**src/rtl/demux_scheduler.sv**
```systemverilog
// Round-robin sequencer for a 1-to-4 demux: bursts of BURST words per channel,
// per-channel enable mask, optional skip of a stalled channel at burst boundaries.
module demux_scheduler #(
    parameter int unsigned W     = 8,
    parameter int unsigned BURST = 2
) (
    input  logic                           clk,
    input  logic                           rst,
    input  logic                           in_valid,
    output logic                           in_ready,
    input  logic [W-1:0]                   in_data,
    input  logic [3:0]                     chan_en,
    input  logic                           skip_en,
    output logic [3:0]                     out_valid,
    input  logic [3:0]                     out_ready,
    output logic [4*W-1:0]                 out_data,
    output logic [1:0]                     cur_ch,
    output logic [$clog2(BURST+1)-1:0]     burst_cnt
);

    localparam int unsigned BW = $clog2(BURST + 1);
    localparam logic [BW-1:0] LAST = BW'(BURST - 1);

    logic [1:0]    r_cur;
    logic [BW-1:0] r_burst;
    logic [3:0]    r_valid;
    logic [W-1:0]  r_data [4];

    logic [1:0]    w_next_en;
    logic [3:0]    w_free;
    logic          w_cur_en;
    logic          w_accept;
    logic          w_realign;
    logic          w_skip;

    // First enabled channel after p in rotation order; p itself is the last candidate.
    function automatic logic [1:0] next_en(input logic [1:0] p, input logic [3:0] en);
        logic [1:0] cand;
        next_en = p;
        for (int i = 3; i >= 1; i--) begin
            cand = p + 2'(i);
            if (en[cand]) next_en = cand;
        end
    endfunction

    always_comb begin
        w_next_en = next_en(r_cur, chan_en);
        w_free    = ~r_valid | out_ready;
        w_cur_en  = chan_en[r_cur];
        in_ready  = w_cur_en && w_free[r_cur];
        w_accept  = in_valid && in_ready;
        w_realign = !w_cur_en;
        w_skip    = skip_en && (r_burst == '0) && w_cur_en && !w_free[r_cur];
    end

    // Rotation pointer and burst counter; realign outranks accept, which outranks skip.
    always_ff @(posedge clk or posedge rst) begin
        if (rst) begin
            r_cur   <= 2'd0;
            r_burst <= '0;
        end else if (w_realign) begin
            r_cur   <= w_next_en;
            r_burst <= '0;
        end else if (w_accept) begin
            if (r_burst == LAST) begin
                r_burst <= '0;
                r_cur   <= w_next_en;
            end else begin
                r_burst <= r_burst + BW'(1);
            end
        end else if (w_skip) begin
            r_cur <= w_next_en;
        end
    end

    // One-entry output slot per channel; a load wins over a same-cycle drain.
    always_ff @(posedge clk or posedge rst) begin
        if (rst) begin
            r_valid <= 4'd0;
            for (int k = 0; k < 4; k++) r_data[k] <= '0;
        end else begin
            for (int k = 0; k < 4; k++) begin
                if (w_accept && (r_cur == 2'(k))) begin
                    r_valid[k] <= 1'b1;
                    r_data[k]  <= in_data;
                end else if (r_valid[k] && out_ready[k]) begin
                    r_valid[k] <= 1'b0;
                end
            end
        end
    end

    always_comb begin
        for (int k = 0; k < 4; k++) out_data[k*W +: W] = r_data[k];
    end

    assign out_valid = r_valid;
    assign cur_ch    = r_cur;
    assign burst_cnt = r_burst;

endmodule

```
**config.mk**
```make
export PLATFORM = sky130hd
export DESIGN_NAME = demux_scheduler
export DESIGN_NICKNAME = d
export VERILOG_FILES = /design/src/rtl/demux_scheduler.sv
export SDC_FILE = /design/constraint.sdc
export NUM_CORES = 1
export LEC_CHECK = 0
export ABC_CLOCK_PERIOD_IN_PS = 2200
export CORE_ASPECT_RATIO = 0.75
export CORE_MARGIN = 5
export CORE_UTILIZATION = 51
export DETAILED_ROUTE_END_ITERATION = 10
export DONT_BUFFER_PORTS = 1
export MAX_ROUTING_LAYER = met4
export PLACE_DENSITY = 0.72
export SYNTH_ARGS = -nofsm -noshare
export SYNTH_HDL_FRONTEND = slang
export SYNTH_SLANG_ARGS = --single-unit
```
**constraint.sdc**
```tcl
create_clock -name clk -period 2.2 [get_ports clk]
set_input_delay 0.44 -clock clk [delete_from_list [all_inputs] [get_ports clk]]
set_output_delay 0.44 -clock clk [all_outputs]
set_load 0.05 [all_outputs]
```
==> results.toml, run 1 <==
[synthesis]
synth_area_leaders = "dfrtp_1 54%, mux2_2 18%, mux2_1 3.1%"
synthTopCellsByCount = "40 x dfrtp_1, 30 x mux2_2, 13 x nand2_1, 6 x nor2_1"
synthFlopType = "dfrtp_1"
synth.area.mux_share_pct = 24.7
ys_ff_latch = 40
synth_compound_area_share_pct = 5.03
synth_adder_area_share_pct = 2.72
ys_warn_count = 0
syn_inst = 138
synthMostInstantiatedCell = "dfrtp_1"
synth_nets = 162
async_reset_ff_share_pct = 100
synth_top_family_by_area = "multiplexers"
synth_edf_count = 0
synthDistinctLibCells = 30
synth_xor_area_share_pct = 0.476
synth-seq-area-share_pct = 54.4
synth.cell_area_um2 = 1840
synth.avg_cell_area_um2 = 13.3
synth-simple-area-share_pct = 11.1
synth_top_area_cell = "dfrtp_1"
synth.top_cell.area_share_pct = 54.4

[grt]
grt_max_degree = 29
grt_pass1_vias = 1170
grt_antenna_before_repair = 0
grt_pass1_wl_um = 6200
grt_use_total_pct = 17.6
overflow = 0

[floorplanning]
initial_core_util_pct = 54.5
fp.dieH_um = 62.0
pin_count = 61
die-area_um2 = 4920
rows = 18
die_w_um = 79.4
core_area_um2 = 3380

[clocking]
cts_resized = 0
clockBufferDepth = 2
clkSlewWorstSetupHoldPaths_ns = 0.08
cts_setup_buffers = 0
ctsHoldBuffers = 0
h-tree-depth = 2
clock_latency_ns = 0.28
clock_tree.root_cell = "clkbuf_8"
cts_tree = "done"
numCtsBuffers = 5
numClockSinks = 40

[outcome]
status = "finished clean"

[critical_path]
rr_worst_depth = 5
critPathSlowestCell = "mux4_2"
crit_arrival_ns = 2.28
worstPathRequired_ns = 2.37
cp-end-kind = "register"
r2r_slack_ns = 0.08
cp_cell_sequence = "inv_2, mux4_2, mux2_4, a211oi_2, mux2_1"
r2r-start = "cur_ch[0]"
start_kind = "register"
crit_fanout = 5
reg2reg_to = "cur_ch[1]"
critPathKind = "reg -> reg"
slowest_delay_ns = 0.57

[timing]
drv_slew = 0
max-slew-margin-rel_pct = 66.3
hold_viol = 0
max_freq_mhz = 472
rsz0062_at_grt = "no"
skew_ns = 0.00887
fin_crit_sh_pct = 96.3
post-route-min-period_ns = 2.12
worstMarginPinSlew_ns = 0.506
hold_ws_ns = 0.0523
setup_violations = 0
tns_ns = 0

[placement]
hpwl_um = 2840
io_buffers = 0
place_inst = 185
gp_congestion = 0.910

[detailed_routing]
remaining_drc_errors = 0
wl_um = 3760
vias = 1133
drt-vias-per-instance = 5.87
wl_per_cell_um = 19.5
ant_nets = 0
dr.pass1.iters = 4
drt_iter0_drc = 29

[final_layout]
seqCellArea_um2 = 1010
final_layout_size_suffix_gt1_share_pct = 41.8
instances_no_fill = 193
multi_input_comb_area_um2 = 815
nets = 176
syn2layout_area_growth_pct = 10.9
diodes = 0
n_fill_cell = 281

[hold_path]
hold_class = "in -> async"

[job]
maxCapViolations = 0
==> through the flow <==
| step | cell area, um^2 | util (%) | setup WS, ns |
|---|---|---|---|
| after floorplan | 1850 | - | 0.000313 |
| after global placement | 1960 | 57.9 | 0.0786 |
| after detailed placement | 1960 | 57.9 | 0.0509 |
| after CTS | 2040 | 60.3 | 0.00317 |
| after global routing | 2040 | 60.4 | 0.0106 |
| final | 2040 | 60.4 | 0.0814 |
==> registers in the layout (all words and copies together) (netlist names) <==
register / count
out_valid: 4
out_data: 32
burst_cnt: 2
cur_ch: 2
==> per-layer routing <==
| metal | vias up | share of wire, % | wire length [um] | track usage [%] |
|---|---|---|---|---|
| met5 | - | 0 | 0 | - |
| met4 | 0 | 1.0 | 39 | 5.88 |
| met3 | 7 | 12 | 456 | 8.36 |
| met2 | 48 | 45 | 1700 | 26.9 |
| met1 | 564 | 41 | 1560 | 20.8 |
| li1 | 514 | - | - | - |
==> critical path, delay by kind of cell (launching register included) <==
family / cells / cell delay (ns)
multiplexers: 3 / 1.25
flip-flops: 1 / 0.45
AO/OA/AOI/OAI: 1 / 0.19
buffers and inverters: 1 / 0.11
==> cell type report <==
class	instances	share of cell area (%)
multi-input cells	92	39.9
clock buffers	7	3.74
flip-flops and latches	40	49.4
inverters	3	0.552
well taps	40	2.45
repair buffers	10	3.68
clock inverters	1	0.245
==> logic make-up (layout without fill, tap and decap cells) <==
family,Yosys count,count (layout)
compound gates,12,12
xor+xnor,1,1
fa+ha+maj,4,4
buf+inv,6,21
flops,40,40
mux,38,38
simple gates,37,37
==> how the worst max path moves through the flow <==
stage                       from            to  depth (start not counted)
global placement    out_ready[0]     cur_ch[1]                          5
global route           cur_ch[0]     cur_ch[1]                          5
floorplan              cur_ch[0]  out_data[24]                          6
CTS                    cur_ch[0]      in_ready                          3
detailed placement  out_ready[1]     cur_ch[1]                          5
finish                 cur_ch[0]     cur_ch[1]                          5
==> layout by cell type (no fill, tap or decap), drive strengths merged, types with 3 or more instances in the layout <==
master	netlist	routed
a21oi	3	3
nand2	17	17
clkbuf	0	7
nor2	6	6
buf	3	10
mux2	36	36
dfrtp	40	40
inv	3	3
nand2b	5	5
ha	4	4
Power of run 1 is not shown: default switching activity piles up to over one toggle a cycle in this logic, so the estimate is an artifact.
==> run 2, diff against run 1 <==
--- a/config.mk
+++ b/config.mk
@@ -6,7 +6,7 @@
 export NUM_CORES = 1
 export LEC_CHECK = 0
 export ABC_CLOCK_PERIOD_IN_PS = 2200
-export CORE_ASPECT_RATIO = 0.75
+export CORE_ASPECT_RATIO = 0.6
 export CORE_MARGIN = 5
 export CORE_UTILIZATION = 51
 export DETAILED_ROUTE_END_ITERATION = 10
==> run 2 against run 1 <==
  * Count of clock-buffer cells in the layout is 1 lower
  * Global-route usage is 0.98 points lower
  * Critical endpoint is now in_ready
  * Die area is 0.55% higher
  * Critical path depth is 2 lower
  * Wire length is 0.93% higher
==> results.toml, run 2 (synthesis results as in run 1) <==
[clocking]
clock_tree.root_cell = "clkbuf_8"
h-tree-depth = 2
numClockSinks = 40
clock_latency_ns = 0.29
numCtsBuffers = 5
cts_tree = "done"
clkSlewWorstSetupHoldPaths_ns = 0.07
clockBufferDepth = 2

[grt]
grt_pass1_vias = 1195
overflow = 0
grt_max_degree = 41
grt_antenna_before_repair = 0
grt_pass1_wl_um = 6130
grt_use_total_pct = 16.6

[critical_path]
slowest_delay_ns = 0.52
critPathSlowestCell = "mux4_2"
start_kind = "register"
critPathKind = "reg -> out"
cp_cell_sequence = "mux4_2, buf_4, and2_2"
cp-end-kind = "primary output"
crit_fanout = 5
crit_arrival_ns = 1.68
worstPathRequired_ns = 1.76

[outcome]
status = "finished clean"

[floorplanning]
die-area_um2 = 4950
core_area_um2 = 3360
rows = 16
pin_count = 61
initial_core_util_pct = 54.7
fp.dieH_um = 56.5
die_w_um = 87.6

[detailed_routing]
ant_nets = 0
vias = 1152
wl_per_cell_um = 19.1
drt_iter0_drc = 118
dr.pass1.iters = 4
wl_um = 3790
remaining_drc_errors = 0
drt-vias-per-instance = 5.79

[timing]
worstMarginPinSlew_ns = 0.504
skew_ns = 0.00271
max-slew-margin-rel_pct = 66.4
post-route-min-period_ns = 2.12
setup_violations = 0
fin_crit_sh_pct = 96.5
rsz0062_at_grt = "no"
tns_ns = 0
hold_viol = 0
drv_slew = 0
max_freq_mhz = 471

[final_layout]
nets = 177
final_common_cell = "dfrtp_1"
final_cell_mix = "34 x dfrtp_1, 30 x mux2_2, 13 x nand2_1"
final_layout_size_suffix_gt1_share_pct = 42.9
syn2layout_area_growth_pct = 12.2
instances_no_fill = 199
largest_register_ffs = 32
post-route-util_pct = 61.4
diodes = 0

[job]
maxCapViolations = 0

[placement]
io_buffers = 0
gp_congestion = 0.808
place_inst = 190
hpwl_um = 2870

[hold_path]
hold_class = "in -> async"
==> run 2: cell count changes in the layout (fill, tap and decap cells not counted), sizes merged <==
cell | before | now
clkinv | 1 | 2
buf | 10 | 11
clkbuf | 7 | 6
==> run 2: metal layers <==
layer,track usage [%],share of wire [%],vias up
met2,23.3,45,60
met5,-,0,-
met4,6.13,1.5,0
li1,-,-,512
met1,21.2,41,569
met3,7.46,13,11
==> run 2: worst paths after layout <==
path	start	endpoint	slack, ns	cells past startpoint
max	cur_ch[0]	in_ready	0.08	3
min	rst	out_data[10]	0.15	2
max reg2reg	cur_ch[0]	cur_ch[1]	0.10	5
min reg2reg	out_valid[2]	out_valid[2]	0.54	2
max in group asynchronous	rst	out_valid[0]	1.68	2
min in group clk	in_valid	burst_cnt[1]	0.24	1
==> run 2: cell type report <==
| type | count | area, um^2 |
|---|---|---|
| Multi-Input combinational cell | 92 | 812 |
| Timing Repair Buffer | 11 | 82.6 |
| Fill cell | 269 | 1300 |
| Inverter | 3 | 13.8 |
| Clock buffer | 6 | 82.6 |
| Clock inverter | 2 | 10.0 |
| Tap cell | 45 | 56.3 |
| Sequential cell | 40 | 1010 |
==> run 2: stage by stage <==
step	cell area (um^2)	worst slack (ns)	hold slack, ns
3_3_place_gp	1960	0.0548	0.468
6_report	2070	0.0774	0.150
5_1_grt	2070	0.0199	0.203
2_1_floorplan	1850	0.000313	0.541
4_1_cts	2050	0.000494	0.160
3_5_place_dp	1960	0.0216	0.477
==> run 2: what timing repair did <==
item | 4_1_cts | 5_1_grt
hold buffers | 0 | 0
gates resized for setup | 0 | 2
setup buffers | 0 | 1
setup endpoints to repair | 0 | 3
==> run 2: critical path, delay by kind of cell, from the launching register on <==
| family | cells | cell delay, ns |
|---|---|---|
| muxes | 1 | 0.52 |
| DFF | 1 | 0.41 |
| buffers and inverters | 1 | 0.17 |
| and+or+nand+nor | 1 | 0.29 |
Power of run 2 is left out for the same reason.
==> run 3, diff against run 2 <==
--- a/config.mk
+++ b/config.mk
@@ -5,14 +5,15 @@
 export SDC_FILE = /design/constraint.sdc
 export NUM_CORES = 1
 export LEC_CHECK = 0
-export ABC_CLOCK_PERIOD_IN_PS = 2200
+export ABC_AREA = 0
+export ABC_CLOCK_PERIOD_IN_PS = 2150
 export CORE_ASPECT_RATIO = 0.6
 export CORE_MARGIN = 5
 export CORE_UTILIZATION = 51
 export DETAILED_ROUTE_END_ITERATION = 10
 export DONT_BUFFER_PORTS = 1
 export MAX_ROUTING_LAYER = met4
-export PLACE_DENSITY = 0.72
+export PLACE_DENSITY = 0.69
 export SYNTH_ARGS = -nofsm -noshare
 export SYNTH_HDL_FRONTEND = slang
 export SYNTH_SLANG_ARGS = --single-unit
==> constraint.sdc (replaced) <==
create_clock -name clk -period 2.15 [get_ports clk]
set_input_delay 0.43 -clock clk [delete_from_list [all_inputs] [get_ports clk]]
set_output_delay 0.43 -clock clk [all_outputs]
set_load 0.05 [all_outputs]
==> run 3 against run 2 <==
  * Sequential cell count stayed put
  * Setup slack worse by 0.014 ns
  * Sequential share of layout area is 0.47 points lower
  * Cell count is 0.50% higher
  * Non-clock buffer count is 1 higher
  * Critical endpoint unchanged
==> results.toml, run 3 (synthesis results as in run 1) <==
[timing]
fin_crit_sh_pct = 97.1
setup_violations = 0
post-route-min-period_ns = 2.09
worstMarginPinSlew_ns = 0.500
rsz0062_at_grt = "no"
hold_viol = 0
skew_ns = 0.0107
drv_slew = 0
max-slew-margin-rel_pct = 66.7
max_freq_mhz = 479

[final_layout]
largest_register_ffs = 32
n_fill_cell = 281
instances_no_fill = 200
final_area_um2 = 2090
final_layout_size_suffix_gt1_share_pct = 42.6
syn2layout_area_growth_pct = 13.3
nets = 178
diodes = 0
final_cell_mix = "34 x dfrtp_1, 30 x mux2_2, 13 x nand2_1"
final_common_cell = "dfrtp_1"

[grt]
grt_pass1_vias = 1173
grt_antenna_before_repair = 0
overflow = 0
grt_max_degree = 41
grt_pass1_wl_um = 6210
grt_use_total_pct = 17.1

[placement]
place_inst = 192
hpwl_um = 2940
gp_congestion = 0.746
placed_area_um2 = 1980
io_buffers = 0

[floorplanning]
rows = 16
die-area_um2 = 4950
fp.dieH_um = 56.5
die_w_um = 87.6
pin_count = 61
initial_core_util_pct = 54.7
core_area_um2 = 3360

[critical_path]
crit_fanout = 5
worstPathRequired_ns = 1.72
cp-end-kind = "primary output"
crit_arrival_ns = 1.66
critPathKind = "reg -> out"
start_kind = "register"

[outcome]
status = "finished clean"

[job]
maxCapViolations = 0

[detailed_routing]
drt-vias-per-instance = 5.61
wl_um = 3900
remaining_drc_errors = 0
vias = 1121
wl_per_cell_um = 19.5
ant_nets = 0
drt_iter0_drc = 14
dr.pass1.iters = 4

[clocking]
h-tree-depth = 2
cts_tree = "done"
clock_tree.root_cell = "clkbuf_8"
clkSlewWorstSetupHoldPaths_ns = 0.08
clock_latency_ns = 0.29
clockBufferDepth = 2
ctsHoldBuffers = 0
numCtsBuffers = 5
numClockSinks = 40

[hold_path]
hold_class = "in -> async"
[run 3: cell count changes in the layout (fill, tap and decap cells not counted)]
cell | previous run | this run
inv_2 | 0 | 1
clkinv_2 | 2 | 1
inv_4 | 1 | 0
buf_4 | 11 | 12
bufinv_16 | 0 | 1
clkbuf_8 | 6 | 5
clkbuf_1 | 0 | 1
[run 3: routing by layer]
metal / wire length, um / global-route usage (%) / vias up / part of all wire (%)
li1: - / - / 514 / -
met1: 1650 / 21.0 / 555 / 42
met2: 1810 / 24.9 / 47 / 46
met3: 382 / 7.02 / 5 / 9.8
met4: 57 / 7.22 / 0 / 1.5
met5: 0 / - / - / 0
[run 3: layout make-up]
type                            count  area (um^2)  share of cell area (%)
Clock buffer                        6         72.6                    3.48
Clock inverter                      2         35.0                    1.68
Inverter                            3         11.3                   0.540
Multi-Input combinational cell     92          812                    38.9
Sequential cell                    40         1010                    48.4
Tap cell                           45         56.3                    2.70
Timing Repair Buffer               12         90.1                    4.32
[run 3: worst max-delay path: stages (launching register included)]
cell     delay [ns]
dfrtp_2        0.39
mux4_2         0.51
buf_4          0.17
and2_2         0.29
[run 3: final timing paths]
kind	start	endpoint	slack, ns	cells after the start
worst min register to register	out_valid[0]	out_valid[0]	0.52	2
worst min-delay path	rst	out_data[11]	0.14	2
min in group clk	in_valid	burst_cnt[1]	0.24	1
max in group asynchronous	rst	cur_ch[1]	1.64	2
worst max-delay path	cur_ch[0]	in_ready	0.06	3
worst max register to register	cur_ch[0]	cur_ch[1]	0.09	5
[run 3: stage by stage]
stage / TNS, ns / util [%] / hold slack [ns] / setup WS, ns
2_1_floorplan: -0.0238 / - / 0.531 / -0.0238
3_3_place_gp: 0 / 58.8 / 0.461 / 0.0377
3_5_place_dp: 0 / 58.8 / 0.477 / 0.0168
4_1_cts: 0 / 62.0 / 0.158 / 0.0112
5_1_grt: 0 / 62.0 / 0.182 / 0.0132
6_report: 0 / 62.0 / 0.141 / 0.0631
[run 3: repair_timing]
action / 4_1_cts / 5_1_grt
buffers inserted: 0 / 0
endpoints found under the setup margin: 0 / 1
gates resized for setup: 0 / 1
endpoints found under the hold margin: 0 / 0
Power of run 3 is left out for the same reason.
